===== src/rtl/irs_block_manager.sv =====
// IRS write block supplier: hands block addresses to the quad write controller and,
// when IRS_BLOCK_MANAGER_LOCK_EN is defined, skips pairs held locked for readout.
module irs_block_manager #(
   parameter int LOCK_SLOTS = 8
) (
   input  logic       clk_i,
   input  logic       rst_n_i,
   input  logic       wr_phase_i,
   input  logic       wr_ack_i,
   output logic [8:0] block_o,
   output logic [7:0] history_pair_o,
   output logic       history_strb_o,
   input  logic       lock_req_i,
   input  logic [7:0] lock_pair_i,
   output logic       lock_ack_o,
   output logic       lock_nack_o,
   input  logic       rel_req_i,
   input  logic [7:0] rel_pair_i,
   output logic       rel_ack_o,
   output logic       lock_full_o,
   output logic [4:0] locked_count_o,
   output logic       overrun_o
);

   logic [7:0] cur_pair_r;
   logic [7:0] succ_pair_s;
   logic [7:0] hist_pair_r;
   logic       hist_strb_r;
   logic       lock_nack_r;
   logic       advance_s;

   // The controller latches block_o on the ack edge, so bit 0 must follow wr_phase_i directly
   assign advance_s      = wr_ack_i & wr_phase_i;
   assign block_o        = {cur_pair_r, wr_phase_i};
   assign history_pair_o = hist_pair_r;
   assign history_strb_o = hist_strb_r;
   assign lock_nack_o    = lock_nack_r;

   // Current pair register, moved to the successor once the high half is consumed
   always_ff @(posedge clk_i or negedge rst_n_i) begin
      if (!rst_n_i) begin
         cur_pair_r <= 8'd0;
      end else if (advance_s) begin
         cur_pair_r <= succ_pair_s;
      end else begin
         cur_pair_r <= cur_pair_r;
      end
   end

   // History report of the pair that was just completed
   always_ff @(posedge clk_i or negedge rst_n_i) begin
      if (!rst_n_i) begin
         hist_pair_r <= 8'd0;
         hist_strb_r <= 1'b0;
      end else if (advance_s) begin
         hist_pair_r <= cur_pair_r;
         hist_strb_r <= 1'b1;
      end else begin
         hist_pair_r <= hist_pair_r;
         hist_strb_r <= 1'b0;
      end
   end

`ifdef IRS_BLOCK_MANAGER_LOCK_EN
   logic [7:0]            next_pair_r;
   logic                  next_ok_r;
   logic [LOCK_SLOTS-1:0] slot_valid_r;
   logic [7:0]            slot_pair_r [LOCK_SLOTS];
   logic [LOCK_SLOTS-1:0] rel_valid_s;
   logic [LOCK_SLOTS-1:0] free_sel_s;
   logic [LOCK_SLOTS-1:0] slot_valid_nxt_s;
   logic [7:0]            slot_pair_nxt_s [LOCK_SLOTS];
   logic                  cand_hit_s;
   logic                  lock_hit_s;
   logic                  free_found_s;
   logic                  lock_accept_s;
   logic                  cand_clear_s;
   logic [4:0]            count_nxt_s;
   logic [4:0]            count_r;
   logic                  lock_full_r;
   logic                  lock_ack_r;
   logic                  rel_ack_r;
   logic                  overrun_r;

   assign succ_pair_s    = next_pair_r;
   assign lock_ack_o     = lock_ack_r;
   assign rel_ack_o      = rel_ack_r;
   assign lock_full_o    = lock_full_r;
   assign locked_count_o = count_r;
   assign overrun_o      = overrun_r;

   // Parallel slot compare; release is folded in before the lock so a freed slot is reusable
   always_comb begin
      cand_hit_s       = 1'b0;
      lock_hit_s       = 1'b0;
      free_found_s     = 1'b0;
      rel_valid_s      = '0;
      free_sel_s       = '0;
      slot_valid_nxt_s = '0;
      count_nxt_s      = 5'd0;
      for (int i = 0; i < LOCK_SLOTS; i++) begin
         slot_pair_nxt_s[i] = slot_pair_r[i];
      end
      for (int i = 0; i < LOCK_SLOTS; i++) begin
         cand_hit_s     = cand_hit_s | (slot_valid_r[i] & (slot_pair_r[i] == next_pair_r));
         rel_valid_s[i] = slot_valid_r[i] & ~(rel_req_i & (slot_pair_r[i] == rel_pair_i));
         lock_hit_s     = lock_hit_s | (rel_valid_s[i] & (slot_pair_r[i] == lock_pair_i));
         free_sel_s[i]  = ~rel_valid_s[i] & ~free_found_s;
         free_found_s   = free_found_s | ~rel_valid_s[i];
      end
      lock_accept_s = lock_req_i & (lock_hit_s | free_found_s);
      cand_clear_s  = lock_accept_s & (lock_pair_i == next_pair_r);
      for (int i = 0; i < LOCK_SLOTS; i++) begin
         if (lock_req_i && !lock_hit_s && free_sel_s[i]) begin
            slot_valid_nxt_s[i] = 1'b1;
            slot_pair_nxt_s[i]  = lock_pair_i;
         end else begin
            slot_valid_nxt_s[i] = rel_valid_s[i];
            slot_pair_nxt_s[i]  = slot_pair_r[i];
         end
         count_nxt_s = count_nxt_s + {4'd0, slot_valid_nxt_s[i]};
      end
   end

   // Lock table and request responses
   always_ff @(posedge clk_i or negedge rst_n_i) begin
      if (!rst_n_i) begin
         slot_valid_r <= '0;
         for (int i = 0; i < LOCK_SLOTS; i++) begin
            slot_pair_r[i] <= 8'd0;
         end
         lock_ack_r  <= 1'b0;
         lock_nack_r <= 1'b0;
         rel_ack_r   <= 1'b0;
         count_r     <= 5'd0;
         lock_full_r <= 1'b0;
      end else begin
         slot_valid_r <= slot_valid_nxt_s;
         for (int i = 0; i < LOCK_SLOTS; i++) begin
            slot_pair_r[i] <= slot_pair_nxt_s[i];
         end
         lock_ack_r  <= lock_accept_s;
         lock_nack_r <= lock_req_i & ~lock_accept_s;
         rel_ack_r   <= rel_req_i;
         count_r     <= count_nxt_s;
         lock_full_r <= &slot_valid_nxt_s;
      end
   end

   // Candidate search: one slot-compare step per non-advance cycle; a locked candidate at advance is overwritten
   always_ff @(posedge clk_i or negedge rst_n_i) begin
      if (!rst_n_i) begin
         next_pair_r <= 8'd1;
         next_ok_r   <= 1'b0;
         overrun_r   <= 1'b0;
      end else if (advance_s) begin
         next_pair_r <= next_pair_r + 8'd1;
         next_ok_r   <= 1'b0;
         overrun_r   <= overrun_r | cand_hit_s;
      end else begin
         if (!next_ok_r && cand_hit_s) begin
            next_pair_r <= next_pair_r + 8'd1;
         end else begin
            next_pair_r <= next_pair_r;
         end
         next_ok_r <= ~cand_clear_s & (next_ok_r | ~cand_hit_s);
         overrun_r <= overrun_r;
      end
   end
`else
   logic [16:0] unused_req_s;
   logic [4:0]  unused_slots_s;

   assign succ_pair_s    = cur_pair_r + 8'd1;
   assign unused_req_s   = {lock_pair_i, rel_req_i, rel_pair_i};
   assign unused_slots_s = 5'(LOCK_SLOTS);
   assign lock_ack_o     = 1'b0;
   assign rel_ack_o      = 1'b0;
   assign lock_full_o    = 1'b0;
   assign locked_count_o = 5'd0;
   assign overrun_o      = 1'b0;

   // Without a lock table every lock request is refused
   always_ff @(posedge clk_i or negedge rst_n_i) begin
      if (!rst_n_i) begin
         lock_nack_r <= 1'b0;
      end else begin
         lock_nack_r <= lock_req_i;
      end
   end
`endif

endmodule


===== config.mk =====
export PLATFORM = sky130hd
export DESIGN_NAME = irs_block_manager
export DESIGN_NICKNAME = d
export VERILOG_FILES = /design/src/rtl/irs_block_manager.sv
export SDC_FILE = /design/constraint.sdc
export NUM_CORES = 1
export LEC_CHECK = 0
export ABC_CLOCK_PERIOD_IN_PS = 1300
export BUFFER_PORTS_ARGS = -buffer_cell sky130_fd_sc_hd__buf_2
export CELL_PAD_IN_SITES_DETAIL_PLACEMENT = 1
export CELL_PAD_IN_SITES_GLOBAL_PLACEMENT = 1
export CORE_MARGIN = 2
export CORE_UTILIZATION = 30
export CTS_CLUSTER_SIZE = 14
export DETAILED_ROUTE_END_ITERATION = 16
export PLACE_DENSITY = 0.88
export SYNTH_ARGS = -nofsm -noshare
export SYNTH_HDL_FRONTEND = slang
export SYNTH_SLANG_ARGS = --single-unit

===== constraint.sdc =====
create_clock -name clk_i -period 1.3 [get_ports clk_i]
set_clock_uncertainty 0.05 [all_clocks]
set_input_delay 0.13 -clock clk_i [delete_from_list [all_inputs] [get_ports clk_i]]
set_output_delay 0.13 -clock clk_i [all_outputs]
set_load 0.005 [all_outputs]

[Word level (Yosys, flattened, before mapping)]
Index checks and enable logic that the tools add are counted.
Widths: inputs -> output; s select.
Word-level totals
  bits in registers: 18
  latch bits: 0
  memory bits (writable): 0
  bits in read-only memories: 0
  bits of input ports: 22
  output and inout bits: 28
  logic and storage cells: 7
  memories kept: 0
Cells by class
  add/sub/neg operators: 1
  $mul: 0
  divide/modulo/power cells: 0
  order comparisons: 0
  equality and inequality tests: 0
  shift-type cells: 0
  multiplexer cells: 1
  bitwise logic cells: 1
  reduce and logical (&&, ||, !) cells: 0
Operator list (count)
  $add 8x1->8 const B: 1
  $and 1x1->1: 1
  $mux 1: 1

[Logic depth before layout (Yosys ltp)]
Gate-level depths: netlist (run 1).
  word-level depth: 2
  depth in mapped cells: 4

[Worst setup path before layout (run 1)]
No wires, ideal clock.
  path type: register -> register
  start: register cur_pair_r[0]
  end: register cur_pair_r[1]
  library setup time: 0.125 ns
  data arrival time: 0.969 ns
  path slack: 0.156 ns
  stages on the path, launching flop included: 3
  path buffers: 0
  period minus slack after synthesis: 1.144 ns
  path through: dfrtp_1 ha_1 mux2_2
Between the ends
  word-level cells in the longest chain between the ends: 1
Ends and longest elaborated chain
  start: declaration: line 25  | logic [7:0] cur_pair_r;
  start signal: assignment: line 44  | cur_pair_r <= succ_pair_s;
  start signal: assignment: line 46  | cur_pair_r <= cur_pair_r;
  $add 8x1->8: line 174  | assign succ_pair_s = cur_pair_r + 8'd1;
  named net succ_pair_s[1]: line 26  | logic [7:0] succ_pair_s;
The timed path passes the listed nets, and every way through them passes these cells.
A chain may end at the register's enable or synchronous reset.

[Worst setup path in the final report (run 1)]
  start: register cur_pair_r[0]
  end: output block_o[1]
RTL lines
  end: declaration: line 10  | output logic [8:0] block_o,
No word-level cell between the ends.

==> impl_results.md, run 1 <==
- Largest net degree at the start of global routing: 19
- Total Nets Final: 108
- Area fraction in compound gates after synthesis: 0%
- CP arrival: 1.00 ns
- DR WL/cell: 12.9 um
- Post-synth EDFFs: 0
- Ordered cell list for the critical path: buf_4 -> buf_2
- Max clock buf depth: 2
- Crit path buf inv count: 2
- Total Routing Usage GR: about an eighth
- Clk sinks: 18
- Rows: 18
- Via count: 491
- Root Buffer: clkbuf_4
- # setup viols final: 0
- Synth top area cells: dfrtp_1 59%, mux2_2 13%, buf_4 9.8%
- Post-synthesis adder-cell area fraction: 1.64%
- I/O pins: 50
- Starting Density: 31.1%
- DRT iter0 DRCs: 1
- Commonest register cell after synthesis: dfrtp_1
- WP data required: 1.12 ns
- Total CTS buffers: 3
- Largest fanout on the critical path: 4
- Synthesized area: 764 um2
- Tmin final: 1.18 ns
- Synthesis warning total: 0
- Post-CTS setup buffers: 0
- Hold Path Depth: 3
- Synth top area share: 58.9%
- Fin crit share: 90.6%
- FILL cells: 275
- Synth area leader: dfrtp_1
- Syn_area_per_cell: 13.7 um2
- Internal power: 0.00120 W
- Post-CTS sizing: 0
- Final setup margin: 0.122 ns
- Combinational family with the most area after synthesis: multiplexers
- Routed vias/inst: ~4.3
- Layout Cells excl Fill: approximately 110
- Synth unique cells: 12
- Die area: 2970 um2
- Die Wd: 54.5 um
- Worst skew pair latency: 0.28 ns
- Finished Cell Area: 936 um2
- IO buf count: 23
- Power Dens Cells: roughly 1900 nW/um2
- H-tree levels: 1
- CP delay by family, top: flip-flops
- FF+latch area: 450 um2
- CTS tree: done
- Total wire length: 1470 um
- Fmax: 849 MHz
- Outcome: complete, no violations
- Antenna Diode Count: 0
- Comb power frac: about 29%
- Worst path depth: 2
- Setup slack at placement: 0.137 ns
- Fin util: 38.1%
- Worst VDD drop: 0.000695 V
- Multi-input combinational cell area: ~270 um2
- DRC violations left: 0
- Vias in the first global route: 532
- Core area: 2450 um2
- Commonest cells post-synth: 18 x dfrtp_1, 10 x buf_4, 9 x mux2_2
- # placed instances: roughly 110
- Mapped Cells: 56
- Reg2reg path depth: 2
- Final setup TNS: 0 ns
- Global-route wire length before repair: 2400 um
- Crit Path Category: reg -> out
- CP max-delay cell: dfrtp_1
- Clock Power Share: 19.1%
- Antenna violations before repair: 0
- Die height: 54.5 um
- Async set-reset flop share out of synthesis: 100%
- Hold-fix buffers, CTS: 2
- Final ANT Viol Nets: 0
- Hold Vio Cnt, Final: 0
- Hold WC Path Type: in -> reg
- CP Capture Type: output pin
- Fin. max-slew vios: 0
- Xor/xnor share of the synthesized area: 8.02%
- Placed inst area: 880 um2
- Area delta synth->final: 22.4%
- Max cap viols: 0
- Fraction of layout cells with a size suffix above 1: around 48%
- Cell with the most instances after synthesis: dfrtp_1
- Total gr overflow: 0
- Synth Area in Simple Gates: 7.36%
- HPWL Detailed: around 1200 um
- Leakage: between 0.4 and 0.5 nW
- Mux share of post-synthesis cell area: between 10% and 20%
- Clock Pin Slew Worst Setup and Hold Paths: 0.10 ns
- Drt pass-1 iters: 2
- Switching fraction of total power: about 31%
- Yosys reg bits: 18
- RD Place Congestion: ~0.72
- Startpoint types: flop
- Switch Pwr: 0.000540 W
- Reg power frac: ~52%
- Max incr delay on CP: 0.43 ns
- Register area share after synthesis: between 50% and 60%
- RSZ-0062 raised after global routing: false
==> worst paths after layout <==
kind	endpoint	from	slack, ns
max in group asynchronous	history_pair_o[4]	rst_n_i	0.67
worst max register to register	cur_pair_r[1]	cur_pair_r[1]	0.12
worst min register to register	history_pair_o[4]	history_pair_o[4]	0.46
worst max-delay path	block_o[1]	cur_pair_r[0]	0.12
min in group asynchronous	cur_pair_r[5]	rst_n_i	0.25
worst min-delay path	history_strb_o	wr_ack_i	0.23
==> registers in the layout, indices dropped and copies added (netlist names) <==
register,cells
history_pair_o,8
lock_nack_o,1
history_strb_o,1
cur_pair_r,8
==> worst reg2reg max path, delay by kind of cell, from the launching register on <==
family	cells	cell delay [ns]
muxes	1	0.26
DFF	1	0.47
adders and majority gates	1	0.30
==> layout by cell type (no fill, tap or decap) <==
cell type,instances
nand2_2,1
clkbuf_4,3
nand4_1,4
clkbuf_8,1
conb_1,9
dlygate4sd3_1,2
buf_2,23
xnor2_1,7
dfrtp_1,18
mux2_2,9
nand2_1,2
buf_4,1
inv_2,1
ha_1,1
and4_4,1
and3_1,1
==> layer usage <==
metal / track usage [%] / vias up / part of all wire, %
met3: 4.37 / 2 / 5.2
met1: 10.8 / 252 / 38
met5: 0 / - / 0
met2: 22.9 / 13 / 55
li1: - / 224 / -
met4: 8.75 / 0 / 1.2
==> power groups by stage <==
stage | logic, W | clock network (W) | registers [W]
global route | 0.000566 | 0.000373 | 0.000938
detailed placement | 0.000511 | 0 | 0.000920
finish | 0.000502 | 0.000333 | 0.000905
floorplan | 0.000235 | 0 | 0.000912
CTS | 0.000517 | 0.000356 | 0.000908
global placement | 0.000491 | 0 | 0.000897
==> area by class of cell <==
type	instances	area share [%]
multi-input combinational	35	28.3
inverter	1	0.401
tap	30	4.01
sequential	18	48.1
timing repair buffer	26	15.2
clock buffer	4	3.88
==> per-stage QoR <==
stage               hold slack [ns]  power [W]
floorplan                    -0.216    0.00115
global placement             0.0213    0.00139
detailed placement           0.0306    0.00143
CTS                           0.223    0.00178
global route                  0.259    0.00188
finish                        0.229    0.00174
==> cell families after synthesis <==
family / count (synthesis)
adder cells (fa/ha/maj): 1
AND/OR/NAND/NOR: 9
multiplexers: 9
XOR/XNOR: 7
buffers and inverters: 11
other: 1
flip-flops: 18
Note: power is estimated with default switching activity, not from simulation.
==> inputs of run 2 (changes only) <==
--- a/config.mk
+++ b/config.mk
@@ -14,6 +14,7 @@
 export CTS_CLUSTER_SIZE = 14
 export DETAILED_ROUTE_END_ITERATION = 16
 export PLACE_DENSITY = 0.88
+export RECOVER_POWER = 25
 export SYNTH_ARGS = -nofsm -noshare
 export SYNTH_HDL_FRONTEND = slang
 export SYNTH_SLANG_ARGS = --single-unit
==> run 2 against run 1 <==
  * Wire length decreased by 0.14%
  * Clock power about the same
  * Highest routed layer unchanged
  * Die area did not move
  * Non-clock buffer count stayed put
  * Power fell by 0.11%
  * Worst setup slack about the same
  * Critical path type unchanged
  * Clock-buffer cell count did not move
  * Sequential power about the same
  * Worst hold slack better by 0.011 ns
  * First-iteration DRC count is the same
==> impl_results.md, run 2 (synthesized netlist as in run 1, its figures left out) <==
- Post-CTS sizing: 0 (unchanged)
- Fmax: 849 MHz (about the same)
- Clock Pin Slew Worst Setup and Hold Paths: 0.10 ns (about the same)
- Max clock buf depth: 2 (unchanged)
- DRC violations left: 0 (unchanged)
- CP max-delay cell: dfrtp_1
- Tmin final: 1.18 ns (-0.000397 ns)
- Switching fraction of total power: 31.0% (about the same)
- Final setup margin: 0.122 ns (+0.000397 ns)
- Drt pass-1 iters: 2 (unchanged)
- RD Place Congestion: 0.717 (unchanged)
- Area delta synth->final: 21.9%
- Most frequent cells in the layout: 21 x buf_2, 18 x dfrtp_1, 9 x mux2_2, 9 x conb_1, 7 x xnor2_1
- Core area: 2450 um2 (unchanged)
- Routed vias/inst: 4.30 (-0.20%)
- Leakage: 0.483 nW (-0.59%)
- Total CTS buffers: 3 (unchanged)
- Startpoint types: flop
- Clock Power Share: 19.2% (about the same)
- Critical Path Start: cur_pair_r[0]
- Switch Pwr: 0.000539 W (-0.19%)
- # setup viols final: 0 (unchanged)
- Min-Delay Endpoint: cur_pair_r[4]
- Ordered cell list for the critical path: buf_4 -> buf_2
- Fin. max-slew vios: 0 (unchanged)
- Hold path start: wr_phase_i
- Total gr overflow: 0 (unchanged)
- Hold WC Path Type: in -> reg
- Final ANT Viol Nets: 0 (unchanged)
- Setup slack at placement: 0.137 ns (unchanged)
- Worst VDD drop: 0.000684 V (-1.5%)
- Root Buffer: clkbuf_4
- Die height: 54.5 um (unchanged)
- Antenna Diode Count: 0 (unchanged)
- Clk sinks: 18 (unchanged)
- Die area: 2970 um2 (unchanged)
- WP data required: 1.12 ns (about the same)
- CP Capture Type: output pin
- I/O pins: 50 (unchanged)
- Starting Density: 31.1% (unchanged)
- Worst skew pair latency: 0.28 ns (about the same)
- Hold Path Depth: 4 (+1)
- Reg power frac: 52.1% (about the same)
- HPWL Detailed: 1150 um (unchanged)
- Fin crit share: 90.6% (about the same)
- CP arrival: 1.00 ns (about the same)
- Power Dens Cells: 1860 nW/um2 (+0.29%)
- DR WL/cell: 12.9 um (-0.14%)
- Via count: 490 (-0.20%)
- Total Routing Usage GR: 12.3% (unchanged)
- Max cap viols: 0 (unchanged)
- Most common cell after layout, fill and taps aside: buf_2
- Reg2reg path depth: 2 (unchanged)
- Finished Cell Area: 932 um2 (-0.40%)
- Crit path buf inv count: 2 (unchanged)
- Largest net degree at the start of global routing: 19 (unchanged)
- CTS tree: done
- Final Hold Slack: 0.240 ns (+0.0110 ns)
- Antenna violations before repair: 0 (unchanged)
- DRT iter0 DRCs: 1 (unchanged)
- Hold Vio Cnt, Final: 0 (unchanged)
- Comb power frac: 28.8% (about the same)
- H-tree levels: 1 (unchanged)
- Global-route wire length before repair: 2400 um (unchanged)
- Total wire length: 1470 um (-0.14%)
- Rows: 18 (unchanged)
- Max incr delay on CP: 0.43 ns (about the same)
- Fraction of layout cells with a size suffix above 1: 45.2% (-2.4 points)
- Worst r2r src: cur_pair_r[1]
- Final setup TNS: 0 ns (unchanged)
- R2r endpoint: cur_pair_r[1]
- Total Nets Final: 108 (unchanged)
- CP delay by family, top: flip-flops
- FF-to-FF setup slack: 0.12 ns (about the same)
- Largest fanout on the critical path: 4 (unchanged)
- Die Wd: 54.5 um (unchanged)
- Outcome: complete, no violations
- Vias in the first global route: 532 (unchanged)
- Crit Path Category: reg -> out
- Placed inst area: 880 um2 (unchanged)
- IO buf count: 23 (unchanged)
- RSZ-0062 raised after global routing: false
- Internal power: 0.00120 W (about the same)
run 2: cell types whose count changed in the layout (fill, tap and decap cells not counted):
cell | previous run | this run
buf_2 | 23 | 21
clkbuf_1 | 0 | 1
nand2_1 | 2 | 3
nand2_2 | 1 | 0
clkbuf_2 | 0 | 1
run 2: routing by layer:
metal | track usage, % | share of wire (%) | up-vias | routed length [um]
met1 | 10.8 | 38 | 251 | 560
met2 | 22.9 | 55 | 13 | 811
met3 | 4.37 | 5.2 | 2 | 76
met5 | 0 | 0 | - | 0
li1 | - | - | 224 | -
met4 | 8.75 | 1.2 | 0 | 18
run 2: how the worst max path moves through the flow:
stage	end	slack (ns)	depth (start not counted)
detailed placement	cur_pair_r[5]	0.14	3
global route	cur_pair_r[6]	0.02	3
floorplan	cur_pair_r[1]	0.16	2
global placement	cur_pair_r[1]	0.16	2
finish	block_o[1]	0.12	2
CTS	block_o[1]	0.1	2
run 2: final cells by class:
cell class | instances | area (um2)
fillers | 276 | 1520
inverters | 1 | 3.75
repair buffers | 26 | 141
flip-flops and latches | 18 | 450
well taps | 30 | 37.5
clock buffers | 4 | 36.3
multi-input cells | 35 | 263
run 2: stage by stage:
| step | cells | total power (W) | util, % |
|---|---|---|---|
| CTS | 114 | 0.00178 | 38.1 |
| detailed placement | 108 | 0.00143 | 35.8 |
| global placement | 108 | 0.00139 | 35.8 |
| global route | 114 | 0.00188 | 38.0 |
| finish | 114 | 0.00174 | 38.0 |
| floorplan | 64 | 0.00115 | - |
run 2: power groups by stage:
stage	sequential [W]	combinational (W)	clock, W
global placement	0.000897	0.000491	0
CTS	0.000908	0.000517	0.000356
detailed placement	0.000920	0.000511	0
finish	0.000905	0.000500	0.000333
global route	0.000938	0.000565	0.000373
floorplan	0.000912	0.000235	0
run 2: worst reg2reg max path, stage by stage, from the launching register on:
cell and delay [ns]:
dfrtp_1 0.47, ha_1 0.30, mux2_2 0.26
run 2: repair_timing:
item	CTS	global route
buffers inserted	0	0
hold endpoints to repair	19	0
hold buffers	2	0
